$ cat config.mk
export PLATFORM = sky130hd
export DESIGN_NAME = reorder_buff_mp
export DESIGN_NICKNAME = d
export VERILOG_FILES = /design/src/rtl/pkg_tpu.sv /design/src/rtl/rob_ptr_ctrl.sv /design/src/rtl/reorder_buff_mp.sv
export SDC_FILE = /design/constraint.sdc
export NUM_CORES = 1
export LEC_CHECK = 0
export BUFFER_PORTS_ARGS = -buffer_cell sky130_fd_sc_hd__buf_4
export CAP_MARGIN = 5
export CORE_MARGIN = 1
export CORE_UTILIZATION = 55
export CTS_CLUSTER_DIAMETER = 150
export DETAILED_ROUTE_END_ITERATION = 16
export GPL_ROUTABILITY_DRIVEN = 0
export PLACE_DENSITY = 0.73
export SYNTH_ARGS = -nofsm -noshare
export SYNTH_HDL_FRONTEND = slang
export SYNTH_SLANG_ARGS = --single-unit
$ cat constraint.sdc
create_clock -name clock -period 4.8 [get_ports clock]
set_clock_uncertainty 0.05 [all_clocks]
set_input_delay 0.96 -clock clock [delete_from_list [all_inputs] [get_ports clock]]
set_output_delay 0.96 -clock clock [all_outputs]
set_load 0.005 [all_outputs]
$ cat src/rtl/pkg_tpu.sv
// Shared TPU types: issue numbers and the reorder-buffer entry layout.
package pkg_tpu;

    localparam int ISSUE_NO_W = 8;

    typedef logic [ISSUE_NO_W-1:0] issue_no_t;

    // One ROB slot: valid, execution finished (commit), and its issue number.
    typedef struct packed {
        logic      v;
        logic      commit;
        issue_no_t issue_no;
    } rob_entry_t;

    localparam rob_entry_t ROB_ENTRY_RESET = '0;

    // A completion only matches a live entry carrying the same issue number.
    function automatic logic entry_match(input rob_entry_t ent, input issue_no_t no);
        return ent.v && (ent.issue_no == no);
    endfunction

endpackage

$ cat src/rtl/rob_ptr_ctrl.sv
// Head/tail/occupancy bookkeeping for a power-of-two circular buffer.
// We/Re must already be qualified by the caller (no store when full,
// no read when nothing is ready); Flush returns everything to empty.
module rob_ptr_ctrl #(
    parameter  int NUM_ENTRY = 16,
    localparam int PTR_W     = $clog2(NUM_ENTRY),
    localparam int CNT_W     = PTR_W + 1
) (
    input  logic             clock,
    input  logic             reset,
    input  logic             We,
    input  logic             Re,
    input  logic             Flush,
    output logic [PTR_W-1:0] WAddr,
    output logic [PTR_W-1:0] RAddr,
    output logic [CNT_W-1:0] Num,
    output logic             Full,
    output logic             Empty
);

    logic [PTR_W-1:0] wptr_q, wptr_d;
    logic [PTR_W-1:0] rptr_q, rptr_d;
    logic [CNT_W-1:0] cnt_q,  cnt_d;

    // Next-state: pointers wrap naturally because the depth is a power of two.
    always_comb begin
        wptr_d = wptr_q;
        rptr_d = rptr_q;
        cnt_d  = cnt_q;
        if (Flush) begin
            wptr_d = '0;
            rptr_d = '0;
            cnt_d  = '0;
        end else begin
            if (We) wptr_d = wptr_q + PTR_W'(1);
            if (Re) rptr_d = rptr_q + PTR_W'(1);
            cnt_d = cnt_q + CNT_W'(We) - CNT_W'(Re);
        end
    end

    // Pointer and count registers.
    always_ff @(posedge clock or negedge reset) begin
        if (!reset) begin
            wptr_q <= '0;
            rptr_q <= '0;
            cnt_q  <= '0;
        end else begin
            wptr_q <= wptr_d;
            rptr_q <= rptr_d;
            cnt_q  <= cnt_d;
        end
    end

    assign WAddr = wptr_q;
    assign RAddr = rptr_q;
    assign Num   = cnt_q;
    assign Full  = (cnt_q == CNT_W'(NUM_ENTRY));
    assign Empty = (cnt_q == '0);

endmodule

$ cat src/rtl/reorder_buff_mp.sv
// Multi-port reorder buffer. Instructions are allocated in order at the tail,
// completions arrive out of order from NUM_SRC sources (one cycle capture,
// then an associative search of all live entries), and the head retires in
// order once it is marked complete and the hazard unit grants it.
module reorder_buff_mp
    import pkg_tpu::*;
#(
    parameter  int NUM_ENTRY = 16,
    parameter  int NUM_SRC   = 4,
    localparam int PTR_W     = $clog2(NUM_ENTRY),
    localparam int CNT_W     = PTR_W + 1
) (
    input  logic                       clock,
    input  logic                       reset,
    input  logic                       I_Flush,
    input  logic                       I_Store,
    input  issue_no_t                  I_Issue_No,
    input  logic      [NUM_SRC-1:0]    I_Commit_Req,
    input  issue_no_t [NUM_SRC-1:0]    I_Commit_No,
    output logic      [NUM_SRC-1:0]    O_Commited,
    output logic      [NUM_SRC-1:0]    O_Commit_Miss,
    input  logic                       I_Commit_Grant,
    output logic                       O_Commit_Req,
    output issue_no_t                  O_Commit_No,
    output logic                       O_Full,
    output logic                       O_Empty,
    output logic      [CNT_W-1:0]      O_Num
);

    // ------------------------------------------------------------------
    // Pointer control
    // ------------------------------------------------------------------
    logic [PTR_W-1:0] wptr;
    logic [PTR_W-1:0] rptr;
    logic             full;
    logic             empty;
    logic [CNT_W-1:0] num;
    logic             store_ok;
    logic             retire;

    rob_ptr_ctrl #(
        .NUM_ENTRY (NUM_ENTRY)
    ) u_ptr (
        .clock (clock),
        .reset (reset),
        .We    (store_ok),
        .Re    (retire),
        .Flush (I_Flush),
        .WAddr (wptr),
        .RAddr (rptr),
        .Num   (num),
        .Full  (full),
        .Empty (empty)
    );

    // ------------------------------------------------------------------
    // Completion capture stage
    // ------------------------------------------------------------------
    logic      [NUM_SRC-1:0] cap_req_q, cap_req_d;
    issue_no_t [NUM_SRC-1:0] cap_no_q,  cap_no_d;

    // A flush discards whatever completions arrive alongside it.
    always_comb begin
        cap_req_d = I_Commit_Req;
        cap_no_d  = I_Commit_No;
        if (I_Flush) begin
            cap_req_d = '0;
            cap_no_d  = '0;
        end
    end

    // Capture registers feeding next cycle's associative search.
    always_ff @(posedge clock or negedge reset) begin
        if (!reset) begin
            cap_req_q <= '0;
            cap_no_q  <= '0;
        end else begin
            cap_req_q <= cap_req_d;
            cap_no_q  <= cap_no_d;
        end
    end

    // ------------------------------------------------------------------
    // Entry storage and associative match
    // ------------------------------------------------------------------
    rob_entry_t entry_vec [NUM_ENTRY];
    logic [NUM_SRC-1:0][NUM_ENTRY-1:0] match;
    logic [NUM_SRC-1:0]                hit_src;
    logic [NUM_ENTRY-1:0]              hit_ent;
    rob_entry_t                        head;

    // Every captured request is compared against every entry in parallel.
    for (genvar gi = 0; gi < NUM_SRC; gi++) begin : g_src
        for (genvar gj = 0; gj < NUM_ENTRY; gj++) begin : g_cmp
            assign match[gi][gj] = cap_req_q[gi] & entry_match(entry_vec[gj], cap_no_q[gi]);
        end
        assign hit_src[gi] = |match[gi];
    end

    // Collapse the match matrix per entry: any source hitting it marks it done.
    always_comb begin
        hit_ent = '0;
        for (int e = 0; e < NUM_ENTRY; e++) begin
            for (int k = 0; k < NUM_SRC; k++) begin
                hit_ent[e] = hit_ent[e] | match[k][e];
            end
        end
    end

    for (genvar gi = 0; gi < NUM_ENTRY; gi++) begin : g_ent
        rob_entry_t ent_q, ent_d;

        // Slot update priority: flush, retire-clear, allocate, commit-set.
        always_comb begin
            ent_d = ent_q;
            if (I_Flush) begin
                ent_d.v      = 1'b0;
                ent_d.commit = 1'b0;
            end else if (retire && (rptr == PTR_W'(gi))) begin
                ent_d.v      = 1'b0;
                ent_d.commit = 1'b0;
            end else if (store_ok && (wptr == PTR_W'(gi))) begin
                ent_d.v        = 1'b1;
                ent_d.commit   = 1'b0;
                ent_d.issue_no = I_Issue_No;
            end else if (hit_ent[gi]) begin
                ent_d.commit = 1'b1;
            end
        end

        // Slot register.
        always_ff @(posedge clock or negedge reset) begin
            if (!reset) begin
                ent_q <= ROB_ENTRY_RESET;
            end else begin
                ent_q <= ent_d;
            end
        end

        assign entry_vec[gi] = ent_q;
    end

    // ------------------------------------------------------------------
    // Allocation, retirement and outputs
    // ------------------------------------------------------------------
    assign head         = entry_vec[rptr];
    assign store_ok     = I_Store & ~full & ~I_Flush;
    assign O_Commit_Req = head.v & head.commit;
    assign O_Commit_No  = O_Commit_Req ? head.issue_no : '0;
    assign retire       = O_Commit_Req & I_Commit_Grant & ~I_Flush;

    // Acks are suppressed in a flush cycle since the entries are being discarded.
    assign O_Commited    = I_Flush ? '0 : hit_src;
    assign O_Commit_Miss = I_Flush ? '0 : (cap_req_q & ~hit_src);

    assign O_Full  = full;
    assign O_Empty = empty;
    assign O_Num   = num;

endmodule

==> results of run 1 <==
[stage by stage]
step | std cells | setup slack, ns | hold WS, ns | cell area [sq um]
after detailed placement | 1980 | 0.7953 | 0.5122 | 16920
final | 2022 | 0.2749 | 0.4006 | 17770
after CTS | 2021 | 0.4147 | 0.4798 | 17760
after global routing | 2021 | 0.1704 | 0.4920 | 17760
after floorplan | 1702 | 1.413 | 0.4841 | 16490
after global placement | 1980 | 0.8606 | 0.4974 | 16920
[layer usage]
metal / track usage / vias up / part of all wire
li1: - / 5539 / -
met4: 0.2261 / 0 / 0.076
met2: 0.5286 / 1233 / 0.40
met5: 0 / - / 0
met1: 0.4960 / 6659 / 0.37
met3: 0.1503 / 355 / 0.16
[power breakdown]
part           leakage (nW)  switching, mW  internal, mW  total (mW)
clock network         0.411          0.779          1.20        1.98
logic                  5.47          0.693         0.762        1.45
registers              2.83          0.479          1.93        2.41
[sequential cells by signal, summed over array words and instances, names as in the netlist]
signal / flops
u_ptr.Num: 5
u_ptr.RAddr: 4
entry_vec: 160
cap_no_q: 32
u_ptr.WAddr: 4
cap_req_q: 4
[timing repair]
action | 4_1_cts | 5_1_grt
gates resized for setup | 0 | 1
hold endpoints to repair | 0 | 0
hold buffers | 0 | 0
setup endpoints to repair | 0 | 1
[area by class of cell]
class	instances	area (sq um)
Antenna cell	1	2.502
Clock buffer	29	670.6
Clock inverter	12	168.9
Fill cell	2493	11790
Inverter	21	83.83
Multi-Input combinational cell	1241	10210
Sequential cell	209	5231
Tap cell	390	488.0
Timing Repair Buffer	119	912.1
[critical path, delay by kind of cell (launching register included)]
kind / cells / cell delay (ns)
flops: 1 / 1.01
buf+inv: 2 / 0.40
xor+xnor: 1 / 0.18
simple gates: 5 / 1.40
[cell families after synthesis]
logic type,after synthesis,synth area share
xor gates and xnor gates,517,0.2746
buffers and inverters,252,0.06404
muxes,176,0.1514
adders and majority gates,15,0.01184
DFF,209,0.3172
and+or+nand+nor,479,0.1559
AOI/OAI and AO/OA,54,0.02504
[worst paths after layout]
kind	to
worst max-delay path	O_Commit_Miss[1]
worst min-delay path	entry_vec[100]
worst max register to register	u_ptr.Num[4]
worst min register to register	entry_vec[8]
max in group asynchronous	entry_vec[146]
min in group clock	entry_vec[8]
[Yosys cell counts, types with 4 or more instances]
| master | instances |
|---|---|
| sky130_fd_sc_hd__ha_1 | 14 |
| sky130_fd_sc_hd__and3_1 | 49 |
| sky130_fd_sc_hd__o21ai_2 | 12 |
| sky130_fd_sc_hd__inv_1 | 20 |
| sky130_fd_sc_hd__xnor2_1 | 189 |
| sky130_fd_sc_hd__a31oi_1 | 4 |
| sky130_fd_sc_hd__nand2_1 | 41 |
| sky130_fd_sc_hd__a21oi_1 | 20 |
| sky130_fd_sc_hd__nand3_1 | 83 |
| sky130_fd_sc_hd__o21ai_4 | 4 |
| sky130_fd_sc_hd__mux2_2 | 128 |
| sky130_fd_sc_hd__dfrtp_1 | 209 |
| sky130_fd_sc_hd__clkbuf_1 | 125 |
| sky130_fd_sc_hd__nor2b_1 | 47 |
| sky130_fd_sc_hd__nor2_1 | 63 |
| sky130_fd_sc_hd__mux4_2 | 42 |
| sky130_fd_sc_hd__xor2_1 | 328 |
| sky130_fd_sc_hd__nor4_1 | 72 |
| sky130_fd_sc_hd__nor3_1 | 74 |
| sky130_fd_sc_hd__buf_2 | 64 |
| sky130_fd_sc_hd__buf_1 | 36 |
| sky130_fd_sc_hd__nand4_1 | 33 |
| sky130_fd_sc_hd__o22ai_1 | 4 |
==> results.rst, run 1 <==
.. list-table::
   :header-rows: 1

   * - Metric
     - Value
   * - Post-Syn Nets
     - 1766
   * - Clock-pin slew on the worst setup and hold paths
     - 0.06 ns
   * - Drt via density
     - 6.818
   * - Number of synthesized register bits
     - 209
   * - Mean routed wirelength per cell
     - 28.62 um
   * - Worst slew pin tran
     - 1.179 ns
   * - Max Buffers Root-to-Sink
     - 3
   * - Max frequency
     - 0.2210 GHz
   * - Run status
     - complete, no violations
   * - Root Driver
     - sky130_fd_sc_hd__clkbuf_16
   * - WP data arrival
     - 3.52 ns
   * - Normalized max-slew margin
     - 0.2140
   * - CP peak stage delay
     - 1.01 ns
   * - Core Footprint
     - 0.02956 sq mm
   * - Buffer count from post-CTS setup fixing
     - 0
   * - Clock Latency Late Sink
     - 0.54 ns
   * - Global-route wire length before repair
     - 86250 um
   * - Synthesized netlist cell count
     - 1702
   * - Detailed-router iteration count before antenna repair
     - 10
   * - Number of max-cap violations
     - 0
   * - CP Launch Point
     - cap_no_q[11]
   * - Number of antenna violations at the first check in global routing
     - 1
   * - Commonest cells after routing, fill and taps aside
     - 328 x sky130_fd_sc_hd__xor2_1, 208 x sky130_fd_sc_hd__dfrtp_1, 189 x sky130_fd_sc_hd__xnor2_1
   * - Share of layout cells above drive strength 1
     - 0.2152
   * - Final worst-path cycle share
     - 0.9427
   * - Capturing element type of the critical path
     - primary output
   * - Area share of the leading cell type in the synthesized netlist
     - 0.3172
   * - Cell area power density
     - 328.8 mW/mm^2
   * - Initial cell density of the core
     - 0.5578
   * - Post-Route Utilization
     - 0.6011
   * - Cell area after synthesis
     - 0.01649 sq mm
   * - Dominant cells by area after synthesis
     - sky130_fd_sc_hd__dfrtp_1 32%, sky130_fd_sc_hd__xor2_1 17%, sky130_fd_sc_hd__xnor2_1 10%
   * - Max Slew Vio Count
     - 0
   * - Hold Vio Cnt, Final
     - 0
   * - Die outline area
     - 0.03068 sq mm
   * - Quantity of I/O buffers inserted on ports
     - 72
   * - CTS H-tree lvls
     - 1
   * - Clock period minus final worst setup slack
     - 4.525 ns
   * - Count of final setup violators
     - 0
   * - Start of the worst register-to-register path
     - u_ptr.RAddr[2]
   * - Most area-hungry cell type in the Yosys netlist
     - sky130_fd_sc_hd__dfrtp_1
   * - Routed wire length
     - 57880 um
   * - Required time of the worst setup path
     - 3.79 ns
   * - Number of buffers added by the clock tree synthesis step
     - 24
   * - Pin count of the biggest net entering global routing
     - 93
   * - Unique cell type count in the Yosys netlist
     - 49
   * - Standard-cell row count
     - 63
   * - Slowest-stage cell, CP
     - sky130_fd_sc_hd__dfrtp_1
   * - Register-to-register path setup slack
     - 0.75 ns
   * - Number of nets in the finished design
     - 1680
   * - Die Wd
     - 175.2 um
   * - Most used cell, CP
     - sky130_fd_sc_hd__buf_4
   * - Total track usage
     - 0.3801
   * - Sequential area share after synthesis
     - 0.3172
   * - Synthesis-to-finish area growth
     - 7.747%
   * - Warning count from the yosys run
     - 0
   * - Overall die height
     - 175.2 um
   * - Half-perimeter wire length of the detailed placement result
     - 40880 um
   * - Post-synth EDFFs
     - 0
   * - HP Class
     - primary input to asynchronous set/reset pin
   * - Overall power consumption
     - 5.842 mW
   * - Top-level I/O count
     - 73
   * - Nature of the critical path startpoint
     - flip-flop
   * - Setup repair after global routing missed its margin
     - false
   * - Remaining global-route overflow
     - 0
   * - Total number of clock tree sinks
     - 209
   * - Most common cell after layout, fill and taps aside
     - sky130_fd_sc_hd__xor2_1
   * - Maximum fanout along the worst path
     - 13
   * - Number of DRC markers after the initial detailed-route iteration
     - 2101
   * - Cell-by-cell trace of the critical path
     - buf_4 -> xor2_1 -> nor3_1 -> nand3_1 -> nand4_1 -> nor4_1 -> and3_1 -> buf_4
   * - Total via count after detailed routing
     - 13786
   * - Leak Pwr
     - 8.715 nW
   * - Final-layout setup total negative slack
     - 0 ns
   * - CTS tree
     - built
   * - Share of synthesized registers carrying an async set or reset
     - 1.000
   * - Via count of the first global-routing pass
     - 13359
   * - Post-route ant nets
     - 0
   * - Peak supply drop
     - 0.2767 mV
   * - Prevailing post-synth register cell
     - sky130_fd_sc_hd__dfrtp_1
   * - DRC violation count after routing
     - 0
   * - Post-synthesis area per instance
     - 9.688 sq um
   * - CP Class
     - flip-flop to primary output
   * - Worst Reg-to-Reg Cells
     - 15
No activity file was read; power rests on OpenSTA's default activity.
==> run 2, diff against run 1 <==
--- a/config.mk
+++ b/config.mk
@@ -15,4 +15,5 @@
 export PLACE_DENSITY = 0.73
 export SYNTH_ARGS = -nofsm -noshare
 export SYNTH_HDL_FRONTEND = slang
+export SYNTH_HIERARCHICAL = 1
 export SYNTH_SLANG_ARGS = --single-unit
==> run 2 against run 1 <==
  * Combinational power shrank 23%
  * Final area grew 0.25%
  * Sequential share of layout area shrank 0.065 points
  * Routed wire length shrank 0.62%
  * Core utilization shrank 0.17 points
==> results.rst, run 2 <==
.. list-table::
   :header-rows: 1

   * - Metric
     - Value
   * - Run status
     - complete, no violations
   * - Slowest-stage cell, CP
     - sky130_fd_sc_hd__dfrtp_1
   * - CTS H-tree lvls
     - 1
   * - Post-synthesis area per instance
     - 9.788 sq um
   * - Setup repair after global routing missed its margin
     - false
   * - Core Footprint
     - 0.02972 sq mm
   * - Routed wire length
     - 57520 um
   * - Hold Vio Cnt, Final
     - 0
   * - Nature of the critical path startpoint
     - flip-flop
   * - Total number of clock tree sinks
     - 209
   * - Synthesis-to-finish area growth
     - 6.661%
   * - Final worst-path cycle share
     - 0.9391
   * - Final design instance area without fill
     - 0.01781 sq mm
   * - Total track usage
     - 0.3796
   * - Dominant cells by area after synthesis
     - sky130_fd_sc_hd__dfrtp_1 31%, sky130_fd_sc_hd__xor2_1 19%, sky130_fd_sc_hd__xnor2_1 7.6%
   * - Max FFs per register
     - 160
   * - Number of max-cap violations
     - 0
   * - Worst Slack Setup Final
     - 0.2922 ns
   * - Most common cell after layout, fill and taps aside
     - sky130_fd_sc_hd__xor2_1
   * - Mean routed wirelength per cell
     - 28.32 um
   * - Post-Syn Nets
     - 1764
   * - WP data arrival
     - 3.50 ns
   * - Portion of total power attributed to combinational logic
     - 0.209
   * - Max frequency
     - 0.2218 GHz
   * - Die outline area
     - 0.03106 sq mm
   * - Sequential area share after synthesis
     - 0.3132
   * - Detailed-router iteration count before antenna repair
     - 6
   * - Prevailing post-synth register cell
     - sky130_fd_sc_hd__dfrtp_1
   * - HP Class
     - primary input to asynchronous set/reset pin
   * - Leak Pwr
     - 9.012 nW
   * - Share of synthesized registers carrying an async set or reset
     - 1.000
   * - Cell area power density
     - 298.1 mW/mm^2
   * - Area share of the leading cell type in the synthesized netlist
     - 0.3132
   * - Clock period minus final worst setup slack
     - 4.508 ns
   * - Post-synthesis simple-gate area fraction
     - 0.1621
   * - Total area of multi-input combinational cells
     - 0.01021 sq mm
   * - Synthesized netlist cell count
     - 1706
   * - Warning count from the yosys run
     - 6
   * - Standard-cell row count
     - 63
   * - Normalized max-slew margin
     - 0.2758
   * - CP Class
     - flip-flop to primary output
   * - Total via count after detailed routing
     - 13685
   * - Number of nets in the finished design
     - 1683
   * - Pin count of the biggest net entering global routing
     - 90
   * - Clock-pin slew on the worst setup and hold paths
     - 0.06 ns
   * - Global-route wire length before repair
     - 86820 um
   * - Share of layout cells above drive strength 1
     - 0.2029
   * - Xor and xnor fraction of the mapped netlist area
     - 0.2696
   * - Peak supply drop
     - 0.2906 mV
   * - Worst slew pin tran
     - 1.086 ns
   * - Drt via density
     - 6.738
   * - Adder-cell share of the synthesized area
     - 0.007193
   * - Post-detailed-placement cell area
     - 0.01697 sq mm
   * - Share of the synthesized area in compound gates (AO/OA/AOI/OAI)
     - 0.02682
   * - Commonest cells after routing, fill and taps aside
     - 370 x sky130_fd_sc_hd__xor2_1, 207 x sky130_fd_sc_hd__dfrtp_1, 144 x sky130_fd_sc_hd__xnor2_1
   * - Number of gates given a new drive strength after cts
     - 0
   * - DRC violation count after routing
     - 0
   * - Number of buffers added by the clock tree synthesis step
     - 25
   * - Main combinational cell family by area after synthesis
     - XOR/XNOR gates
   * - Max Slew Vio Count
     - 0
   * - Relative contribution of sequential cells to total power
     - 0.422
   * - Footprint of the flip-flops and latches
     - 0.005233 sq mm
   * - Buffer count from post-CTS setup fixing
     - 0
   * - Post-route ant nets
     - 0
   * - Number of DRC markers after the initial detailed-route iteration
     - 2349
   * - Final-layout setup total negative slack
     - 0 ns
   * - Die Wd
     - 176.2 um
   * - Post-Place Setup Slack
     - 0.6448 ns
   * - Internal power consumption
     - 3.616 mW
   * - Top-level I/O count
     - 73
   * - Number of antenna violations at the first check in global routing
     - 1
   * - Count of final setup violators
     - 0
   * - Max Buffers Root-to-Sink
     - 3
   * - Via count of the first global-routing pass
     - 13354
   * - Net switching power
     - 1.694 mW
   * - Capturing element type of the critical path
     - primary output
   * - Initial cell density of the core
     - 0.5619
   * - Cell area after synthesis
     - 0.01670 sq mm
   * - Mux contribution to synthesized area
     - 0.1455
   * - Clock Latency Late Sink
     - 0.54 ns
   * - Most used cell, CP
     - sky130_fd_sc_hd__buf_4
   * - Half-perimeter wire length of the detailed placement result
     - 40490 um
   * - Number of synthesized register bits
     - 209
   * - Clock power frac
     - 0.369
   * - Sw Ratio
     - 0.3190
   * - Remaining global-route overflow
     - 0
   * - Post-Route Utilization
     - 0.5993
   * - Required time of the worst setup path
     - 3.79 ns
   * - Worst Reg-to-Reg Cells
     - 12
   * - CTS tree
     - built
   * - Maximum fanout along the worst path
     - 10
   * - Root Driver
     - sky130_fd_sc_hd__clkbuf_16
   * - Diode insertion count for antenna repair
     - 0
   * - Most frequent cells after synthesis
     - 370 x sky130_fd_sc_hd__xor2_1, 209 x sky130_fd_sc_hd__dfrtp_1, 144 x sky130_fd_sc_hd__xnor2_1
   * - Fill cell count
     - 2444
   * - Most area-hungry cell type in the Yosys netlist
     - sky130_fd_sc_hd__dfrtp_1
   * - Cell with the most instances after synthesis
     - sky130_fd_sc_hd__xor2_1
   * - Post-synth EDFFs
     - 0
   * - Number of buffers added to fix hold violations after cts
     - 0
   * - Quantity of I/O buffers inserted on ports
     - 72
   * - Unique cell type count in the Yosys netlist
     - 55
   * - Overall die height
     - 176.2 um
   * - Cell-by-cell trace of the critical path
     - buf_4 -> xor2_1 -> nor3_1 -> nand3_1 -> nand4_1 -> nor4_1 -> and3_1 -> buf_4
   * - CP peak stage delay
     - 0.99 ns
==> run 2: cell types whose count changed in the layout (fill, tap and decap cells not counted), moves of 7 or more <==
| cell | before | now |
|---|---|---|
| sky130_fd_sc_hd__mux2_2 | 128 | 98 |
| sky130_fd_sc_hd__xor2_1 | 328 | 370 |
| sky130_fd_sc_hd__nor2_2 | 0 | 8 |
| sky130_fd_sc_hd__o21ai_2 | 12 | 3 |
| sky130_fd_sc_hd__mux2_1 | 0 | 30 |
| sky130_fd_sc_hd__nor3_1 | 74 | 65 |
| sky130_fd_sc_hd__nor2_1 | 63 | 39 |
| sky130_fd_sc_hd__nor2b_1 | 47 | 57 |
| sky130_fd_sc_hd__o2111ai_1 | 1 | 9 |
| sky130_fd_sc_hd__nor4_1 | 71 | 64 |
| sky130_fd_sc_hd__xnor2_1 | 189 | 144 |
==> run 2: cells by family after synthesis <==
family | after synthesis
AND/OR/NAND/NOR | 479
XOR/XNOR | 514
AO/OA/AOI/OAI | 64
adder cells (fa/ha/maj) | 9
multiplexers | 173
flip-flops | 209
buffers and inverters | 258
==> run 2: path summary, 6_finish.rpt <==
| check | from | end | slack, ns |
|---|---|---|---|
| setup / recovery | cap_no_q[31] | O_Commit_Miss[3] | 0.29 |
| hold / removal | reset | entry_vec[83] | 0.42 |
| setup reg to reg | u_ptr/RAddr[1] | u_ptr/Num[4] | 0.50 |
| hold reg to reg | entry_vec[68] | entry_vec[68] | 0.46 |
| max in group asynchronous | reset | entry_vec[106] | 3.24 |
| min in group clock | entry_vec[68] | entry_vec[68] | 0.46 |
==> run 2: critical path, delay by kind of cell, from the launching register on <==
family | cells | cell delay, ns
DFF | 1 | 0.99
xor gates and xnor gates | 1 | 0.16
and+or+nand+nor | 5 | 1.35
buffers and inverters | 2 | 0.45
==> run 2: metrics by stage <==
stage / instances / hold slack, ns / power [mW]
CTS: 2031 / 0.4538 / 5.283
floorplan: 1706 / 0.4141 / 2.999
global route: 2031 / 0.4747 / 5.496
detailed placement: 1988 / 0.4477 / 3.330
global placement: 1988 / 0.4283 / 3.291
finish: 2031 / 0.4159 / 5.310
==> run 2: final cells by class <==
class | count | area share
Clock buffer | 30 | 0.03786
Clock inverter | 13 | 0.009343
Inverter | 27 | 0.005690
Multi-Input combinational cell | 1239 | 0.5730
Sequential cell | 209 | 0.2938
Tap cell | 390 | 0.02740
Timing Repair Buffer | 123 | 0.05290
==> run 2: power groups by stage <==
stage	Clock [mW]	Sequential (mW)	Combinational [mW]
global route	2.05	2.25	1.20
global placement	0	2.25	1.05
finish	1.96	2.24	1.11
CTS	1.98	2.22	1.09
floorplan	0	1.95	1.05
detailed placement	0	2.25	1.08
==> run 2: per-layer routing <==
layer	part of all wire	up-vias	track usage
met5	0	-	0
li1	-	5565	-
met2	0.41	1190	0.5481
met1	0.37	6594	0.5097
met3	0.14	336	0.09862
met4	0.076	0	0.2297
